File: src/rtl/cpu_wb_pipe_cla_adder_if.sv
`default_nettype none
// ============================================================================
// Module   : cpu_wb_pipe_cla_adder_if
// Brief    : Operand/result handshake bundle for the pipelined CLA adder.
// Revision : 1.0 - initial release
// ============================================================================
interface cpu_wb_pipe_cla_adder_if #(
    parameter int DATA_WID = 32
);
    logic                in_valid;
    logic                in_ready;
    logic [DATA_WID-1:0] in1;
    logic [DATA_WID-1:0] in2;
    logic                carry_in;
    logic                sub;
    logic                out_valid;
    logic                out_ready;
    logic [DATA_WID-1:0] sum;
    logic                carry_out;
    logic                overflow;
    logic                zero;

    modport slave (
        input  in_valid, in1, in2, carry_in, sub, out_ready,
        output in_ready, out_valid, sum, carry_out, overflow, zero
    );

    modport master (
        output in_valid, in1, in2, carry_in, sub, out_ready,
        input  in_ready, out_valid, sum, carry_out, overflow, zero
    );
endinterface
`default_nettype wire

File: src/rtl/cpu_wb_pipe_cla_adder.sv
`default_nettype none
// ============================================================================
// Module   : cpu_wb_pipe_cla_adder
// Brief    : Pipelined block carry-lookahead adder/subtractor, one block per stage.
// Revision : 1.0 - initial release
// ============================================================================
module cpu_wb_pipe_cla_adder #(
    parameter int DATA_WID = 32,
    parameter int BLK_WID  = 8
) (
    input  wire                     clk,
    input  wire                     rst_n,
    cpu_wb_pipe_cla_adder_if.slave  bus
);
    localparam int NUM_STG = DATA_WID / BLK_WID;

    if ((DATA_WID % BLK_WID) != 0 || DATA_WID < BLK_WID) begin : g_bad_param
        $error("DATA_WID must be a non-zero integer multiple of BLK_WID");
    end

    // Flattened lookahead: c[i+1] = g[i] | p[i]g[i-1] | ... | p[i..0]cin
    function automatic logic [BLK_WID:0] cla_carry(
        input logic [BLK_WID-1:0] g,
        input logic [BLK_WID-1:0] p,
        input logic               cin
    );
        logic [BLK_WID:0] c;
        logic             term;
        logic             prop;
        c    = '0;
        c[0] = cin;
        for (int i = 0; i < BLK_WID; i++) begin
            term = g[i];
            prop = p[i];
            for (int j = i - 1; j >= 0; j--) begin
                term = term | (prop & g[j]);
                prop = prop & p[j];
            end
            c[i+1] = term | (prop & cin);
        end
        return c;
    endfunction

    logic                adv;
    logic                out_valid_q;
    logic [DATA_WID-1:0] sum_q;
    logic                carry_out_q;
    logic                overflow_q;
    logic                zero_q;

    // Stage inputs: index 0 comes from the ports, index k from stage k-1.
    logic                stg_v [NUM_STG];
    logic                stg_c [NUM_STG];
    logic [DATA_WID-1:0] stg_a [NUM_STG];
    logic [DATA_WID-1:0] stg_b [NUM_STG];
    logic [DATA_WID-1:0] stg_s [NUM_STG];

    assign adv          = ~out_valid_q | bus.out_ready;
    assign bus.in_ready = adv;

    assign stg_v[0] = bus.in_valid;
    assign stg_c[0] = bus.carry_in;
    assign stg_a[0] = bus.in1;
    assign stg_b[0] = bus.sub ? ~bus.in2 : bus.in2;
    assign stg_s[0] = '0;

    for (genvar k = 0; k < NUM_STG; k++) begin : g_stg
        logic [BLK_WID-1:0]  blk_a;
        logic [BLK_WID-1:0]  blk_b;
        logic [BLK_WID-1:0]  blk_s;
        logic [BLK_WID:0]    blk_c;
        logic [DATA_WID-1:0] s_d;

        always_comb begin
            blk_a = stg_a[k][k*BLK_WID +: BLK_WID];
            blk_b = stg_b[k][k*BLK_WID +: BLK_WID];
            blk_c = cla_carry(blk_a & blk_b, blk_a | blk_b, stg_c[k]);
            blk_s = blk_a ^ blk_b ^ blk_c[BLK_WID-1:0];
            s_d   = stg_s[k] | (DATA_WID'(blk_s) << (k * BLK_WID));
        end

        if (k < NUM_STG - 1) begin : g_mid
            logic                v_q;
            logic                c_q;
            logic [DATA_WID-1:0] a_q;
            logic [DATA_WID-1:0] b_q;
            logic [DATA_WID-1:0] s_q;

            always_ff @(posedge clk) begin
                if (!rst_n) begin
                    v_q <= 1'b0;
                    c_q <= 1'b0;
                    a_q <= '0;
                    b_q <= '0;
                    s_q <= '0;
                end else if (adv) begin
                    v_q <= stg_v[k];
                    c_q <= blk_c[BLK_WID];
                    a_q <= stg_a[k];
                    b_q <= stg_b[k];
                    s_q <= s_d;
                end
            end

            assign stg_v[k+1] = v_q;
            assign stg_c[k+1] = c_q;
            assign stg_a[k+1] = a_q;
            assign stg_b[k+1] = b_q;
            assign stg_s[k+1] = s_q;
        end else begin : g_last
            always_ff @(posedge clk) begin
                if (!rst_n) begin
                    out_valid_q <= 1'b0;
                    sum_q       <= '0;
                    carry_out_q <= 1'b0;
                    overflow_q  <= 1'b0;
                    zero_q      <= 1'b0;
                end else if (adv) begin
                    out_valid_q <= stg_v[k];
                    sum_q       <= s_d;
                    carry_out_q <= blk_c[BLK_WID];
                    overflow_q  <= blk_c[BLK_WID] ^ blk_c[BLK_WID-1];
                    zero_q      <= (s_d == '0);
                end
            end
        end
    end

    assign bus.out_valid = out_valid_q;
    assign bus.sum       = sum_q;
    assign bus.carry_out = carry_out_q;
    assign bus.overflow  = overflow_q;
    assign bus.zero      = zero_q;
endmodule
`default_nettype wire
File: src/flat_wrapper.sv
// flat-port wrapper written by rule: the top's interface ports become plain ports
module cpu_wb_pipe_cla_adder_flat 
#(
    parameter int DATA_WID = 32,
    parameter int BLK_WID  = 8
)
  (clk, rst_n, bus_in_valid, bus_in1, bus_in2, bus_carry_in, bus_sub, bus_out_ready, bus_in_ready, bus_out_valid, bus_sum, bus_carry_out, bus_overflow, bus_zero);
  cpu_wb_pipe_cla_adder_if #(.DATA_WID(DATA_WID)) bus_i ();
  input  wire clk;
  input  wire rst_n;
  input wire logic [$bits(bus_i.in_valid)-1:0] bus_in_valid;
  input wire logic [$bits(bus_i.in1)-1:0] bus_in1;
  input wire logic [$bits(bus_i.in2)-1:0] bus_in2;
  input wire logic [$bits(bus_i.carry_in)-1:0] bus_carry_in;
  input wire logic [$bits(bus_i.sub)-1:0] bus_sub;
  input wire logic [$bits(bus_i.out_ready)-1:0] bus_out_ready;
  output wire logic [$bits(bus_i.in_ready)-1:0] bus_in_ready;
  output wire logic [$bits(bus_i.out_valid)-1:0] bus_out_valid;
  output wire logic [$bits(bus_i.sum)-1:0] bus_sum;
  output wire logic [$bits(bus_i.carry_out)-1:0] bus_carry_out;
  output wire logic [$bits(bus_i.overflow)-1:0] bus_overflow;
  output wire logic [$bits(bus_i.zero)-1:0] bus_zero;
  assign bus_i.in_valid = bus_in_valid;
  assign bus_i.in1 = bus_in1;
  assign bus_i.in2 = bus_in2;
  assign bus_i.carry_in = bus_carry_in;
  assign bus_i.sub = bus_sub;
  assign bus_i.out_ready = bus_out_ready;
  assign bus_in_ready = bus_i.in_ready;
  assign bus_out_valid = bus_i.out_valid;
  assign bus_sum = bus_i.sum;
  assign bus_carry_out = bus_i.carry_out;
  assign bus_overflow = bus_i.overflow;
  assign bus_zero = bus_i.zero;
  cpu_wb_pipe_cla_adder #(.DATA_WID(DATA_WID), .BLK_WID(BLK_WID)) u_core (.clk(clk), .rst_n(rst_n), .bus(bus_i));
endmodule
File: config.mk
export PLATFORM = sky130hd
export DESIGN_NAME = cpu_wb_pipe_cla_adder_flat
export DESIGN_NICKNAME = d
export VERILOG_FILES = /design/src/rtl/cpu_wb_pipe_cla_adder_if.sv /design/src/rtl/cpu_wb_pipe_cla_adder.sv /design/src/flat_wrapper.sv
export SDC_FILE = /design/constraint.sdc
export NUM_CORES = 1
export LEC_CHECK = 0
export ABC_AREA = 1
export BUFFER_PORTS_ARGS = -buffer_cell sky130_fd_sc_hd__buf_4
export CAP_MARGIN = 20
export CORE_MARGIN = 1
export CORE_UTILIZATION = 53
export CTS_CLUSTER_SIZE = 40
export DETAILED_ROUTE_END_ITERATION = 16
export PLACE_DENSITY = 0.87
export SETUP_SLACK_MARGIN = 0.2
export SLEW_MARGIN = 20
export SYNTH_ARGS = -nofsm -noshare
export SYNTH_HDL_FRONTEND = slang
export SYNTH_SLANG_ARGS = --single-unit
File: constraint.sdc
create_clock -name clk -period 2 [get_ports clk]
set_input_delay 0.1 -clock clk [delete_from_list [all_inputs] [get_ports clk]]
set_output_delay 0.1 -clock clk [all_outputs]
set_load 0.01 [all_outputs]
==> flow_summary.json <==
{
  "final_cell_area_mm2": 0.0115,
  "cap_violations": 0,
  "setup_viol": 0,
  "grt_pass1_wl_um": 37100,
  "min_path_type": "input port to flip-flop",
  "start_util_pct": 54.9,
  "grt-ovfl-total": 0,
  "worstSetupEndpointType": "flip-flop",
  "die-area_mm2": 0.0179,
  "async_reset_ff_share_pct": 0,
  "num_antenna_cells": 0,
  "synth_edf_count": 0,
  "syn2layout_area_growth_pct": 24.5,
  "critical_path.max_stage_delay_ps": 490,
  "syn_nets": 1376,
  "cp.arrival_ps": 2190,
  "drt_iter0_markers": 743,
  "ys_ff_latch": 186,
  "cts_buffer_depth": 2,
  "drt-wirelength-per-cell_um": 14.3,
  "synth_area_leaders": "dfxtp_1 (40%), o21ai_0 (9.9%), nor2_1 (9.1%), ha_1 (9.0%), inv_1 (6.1%)",
  "clock_latency_ps": 430,
  "whs_ps": 90.4,
  "required_ps": 2370,
  "layout_common_cells": "nor2_1 (213), dfxtp_1 (183), o21ai_0 (182)",
  "ys.flop_type": "dfxtp_1",
  "core_mm2": 0.0168,
  "cts_tree": "done",
  "synth_top_area_share_pct": 40.5,
  "die_y_um": 134,
  "wirelength_um": 22900,
  "layout_commonest_cell": "nor2_1",
  "tns_ps": 0,
  "crit_path_max_fanout": 2,
  "std_cell_rows": 47,
  "gp_congestion": 0.879,
  "crit_slowest_cell": "fa_1",
  "h-tree-depth": 4,
  "leakage_nw": 5.29,
  "port_buffers": 106,
  "rsz0062_at_grt": "true",
  "critPathLaunchType": "flip-flop",
  "synth_cells": 1236,
  "synth_area_mm2": 0.00921,
  "drive_gt1_share_pct": 14.7,
  "cts_made_buffers": 17,
  "cpLargestDelayFamily": "simple AND/OR/NAND/NOR gates",
  "crit_type": "flip-flop to flip-flop",
  "routed_via_density": 5.32,
  "hold_viol_final": 0,
  "crit_buf_inv": 0,
  "cts_root_buf": "clkbuf_16",
  "nNetsFinal": 1502,
  "drv_slew": 0,
  "yosysWarnings": 0,
  "drc": 0,
  "yosysTopAreaCell": "dfxtp_1",
  "ios": 107,
  "antenna_found_initial": 0,
  "grt_max_degree": 98,
  "dp_hpwl_um": 14500,
  "placed_cell_area_mm2": 0.0102,
  "peakVddDrop_mv": 0.644,
  "drtAntennaViolNets": 0,
  "clock-sinks": 186,
  "crit_chain": "fa_1 -> nor2_1 -> nand2_1 -> nor2_1 -> nand2_1 -> nor2_1 -> nand3_1 -> nor2_2 -> nand4_1 -> a21oi_2",
  "max_clock_freq_mhz": 550,
  "clk_pin_slew_ps": 70,
  "worstMarginPinSlew_ps": 570,
  "crit_top_cell": "nor2_1",
  "die_x_um": 134,
  "clock_skew_ps": 8.58,
  "first_global_vias": 8010,
  "period_needed_ps": 1820,
  "avgSynthCellArea_um2": 7.45,
  "dr.pass1.iters": 5,
  "status": "completed",
  "post-route-period-util_pct": 91.0,
  "powerDensity_mw_per_mm2": 792,
  "grt_use_total_pct": 25.4,
  "dr_total_vias": 8491,
  "ys_types": 32,
  "synth_seq_area_share_pct": 40.5,
  "max_slew_margin_pct": 62.0
}
state kept, by name, summed over array words and instances (netlist names):
register	cells
u_core.g_stg.g_mid.b_q	48
u_core.g_stg.g_mid.v_q	3
u_core.bus.zero	1
u_core.g_stg.g_mid.a_q	48
u_core.bus.carry_out	1
u_core.bus.out_valid	1
u_core.bus.sum	32
u_core.bus.overflow	1
u_core.g_stg.g_mid.s_q	48
u_core.g_stg.g_mid.c_q	3
timing repair:
action / 4_1_cts / 5_1_grt
gates resized for setup: 0 / 34
setup endpoints to repair: 0 / 13
hold buffers: 49 / 0
hold endpoints to repair: 49 / 0
buffers inserted: 0 / 1
report_power, final:
group / total [mW] / switching (mW) / leakage, nW / internal [mW]
Clock: 3.48 / 1.58 / 0.296 / 1.91
Combinational: 1.45 / 0.795 / 3.46 / 0.654
Sequential: 4.15 / 0.169 / 1.53 / 3.98
Total: 9.08 / 2.54 / 5.29 / 6.54
kinds of logic (layout without fill, tap and decap cells):
group                    count (synthesis)  in the layout  share of synthesized area, %
AND/OR/NAND/NOR                        395            395                          18.1
buffers and inverters                  227            366                          9.56
adder cells (fa/ha/maj)                 70             70                          9.84
XOR/XNOR                                44             44                          4.19
AO/OA/AOI/OAI                          314            314                          17.8
flip-flops                             186            186                          40.5
final timing paths:
path / start / endpoint / slack [ps] / cells after the start
worst max-delay path: u_core.g_stg[2].g_mid.c_q$_SDFFE_PN0P_ / u_core.bus.zero$_SDFFE_PN0P_ / 180 / 10
worst min-delay path: bus_in1[7] / u_core.g_stg[0].g_mid.c_q$_SDFFE_PN0P_ / 90 / 4
worst max register to register: u_core.g_stg[2].g_mid.c_q$_SDFFE_PN0P_ / u_core.bus.zero$_SDFFE_PN0P_ / 180 / 10
worst min register to register: u_core.g_stg[1].g_mid.s_q[7]$_SDFFE_PN0P_ / u_core.g_stg[2].g_mid.s_q[7]$_SDFFE_PN0P_ / 470 / 2
area by class of cell:
cell class / count / area, um2
sequential: 186 / 3730
timing repair buffer: 172 / 1540
clock inverter: 14 / 176
fill: 1310 / 5300
tap: 220 / 275
inverter: 162 / 611
clock buffer: 18 / 429
multi-input combinational: 823 / 4710
per-stage QoR:
step | power (mW) | instances | setup slack, ps | util (%)
finish | 9.08 | 1595 | 181 | 68.4
global route | 9.50 | 1595 | 8.18 | 68.4
CTS | 9.07 | 1593 | 247 | 67.5
detailed placement | 5.53 | 1512 | 233 | 61.0
global placement | 5.49 | 1512 | 256 | 61.0
floorplan | 5.08 | 1236 | 219 | -
synth_stat cells (4+ instances only):
| cell | count |
|---|---|
| nor2_1 | 222 |
| nor4_1 | 6 |
| clkbuf_1 | 45 |
| xor2_1 | 9 |
| dfxtp_1 | 186 |
| inv_1 | 150 |
| o21bai_1 | 11 |
| a21oi_1 | 102 |
| a21oi_2 | 4 |
| o21ai_1 | 5 |
| ha_1 | 66 |
| nand3_1 | 53 |
| nand2_1 | 77 |
| o21ai_0 | 182 |
| fa_1 | 4 |
| xnor2_1 | 35 |
| buf_2 | 16 |
| inv_2 | 11 |
| nand4_1 | 24 |
| o211ai_1 | 6 |
worst register-to-register path, stage by stage (launching register included):
cell     delay [ps]
dfxtp_2         330
fa_1            490
nor2_1          100
nand2_1          60
nor2_1          100
nand2_1          60
nor2_1          100
nand3_1          90
nor2_2          120
nand4_1         140
a21oi_2         170
per-layer routing:
layer	wire (um)	GRT usage, %	vias up
met5	0	0	-
met3	973	4.61	50
met2	10900	42.9	221
met4	598	9.34	0
li1	-	-	4267
met1	10300	32.3	3953
(Power assumes the default switching activity.)
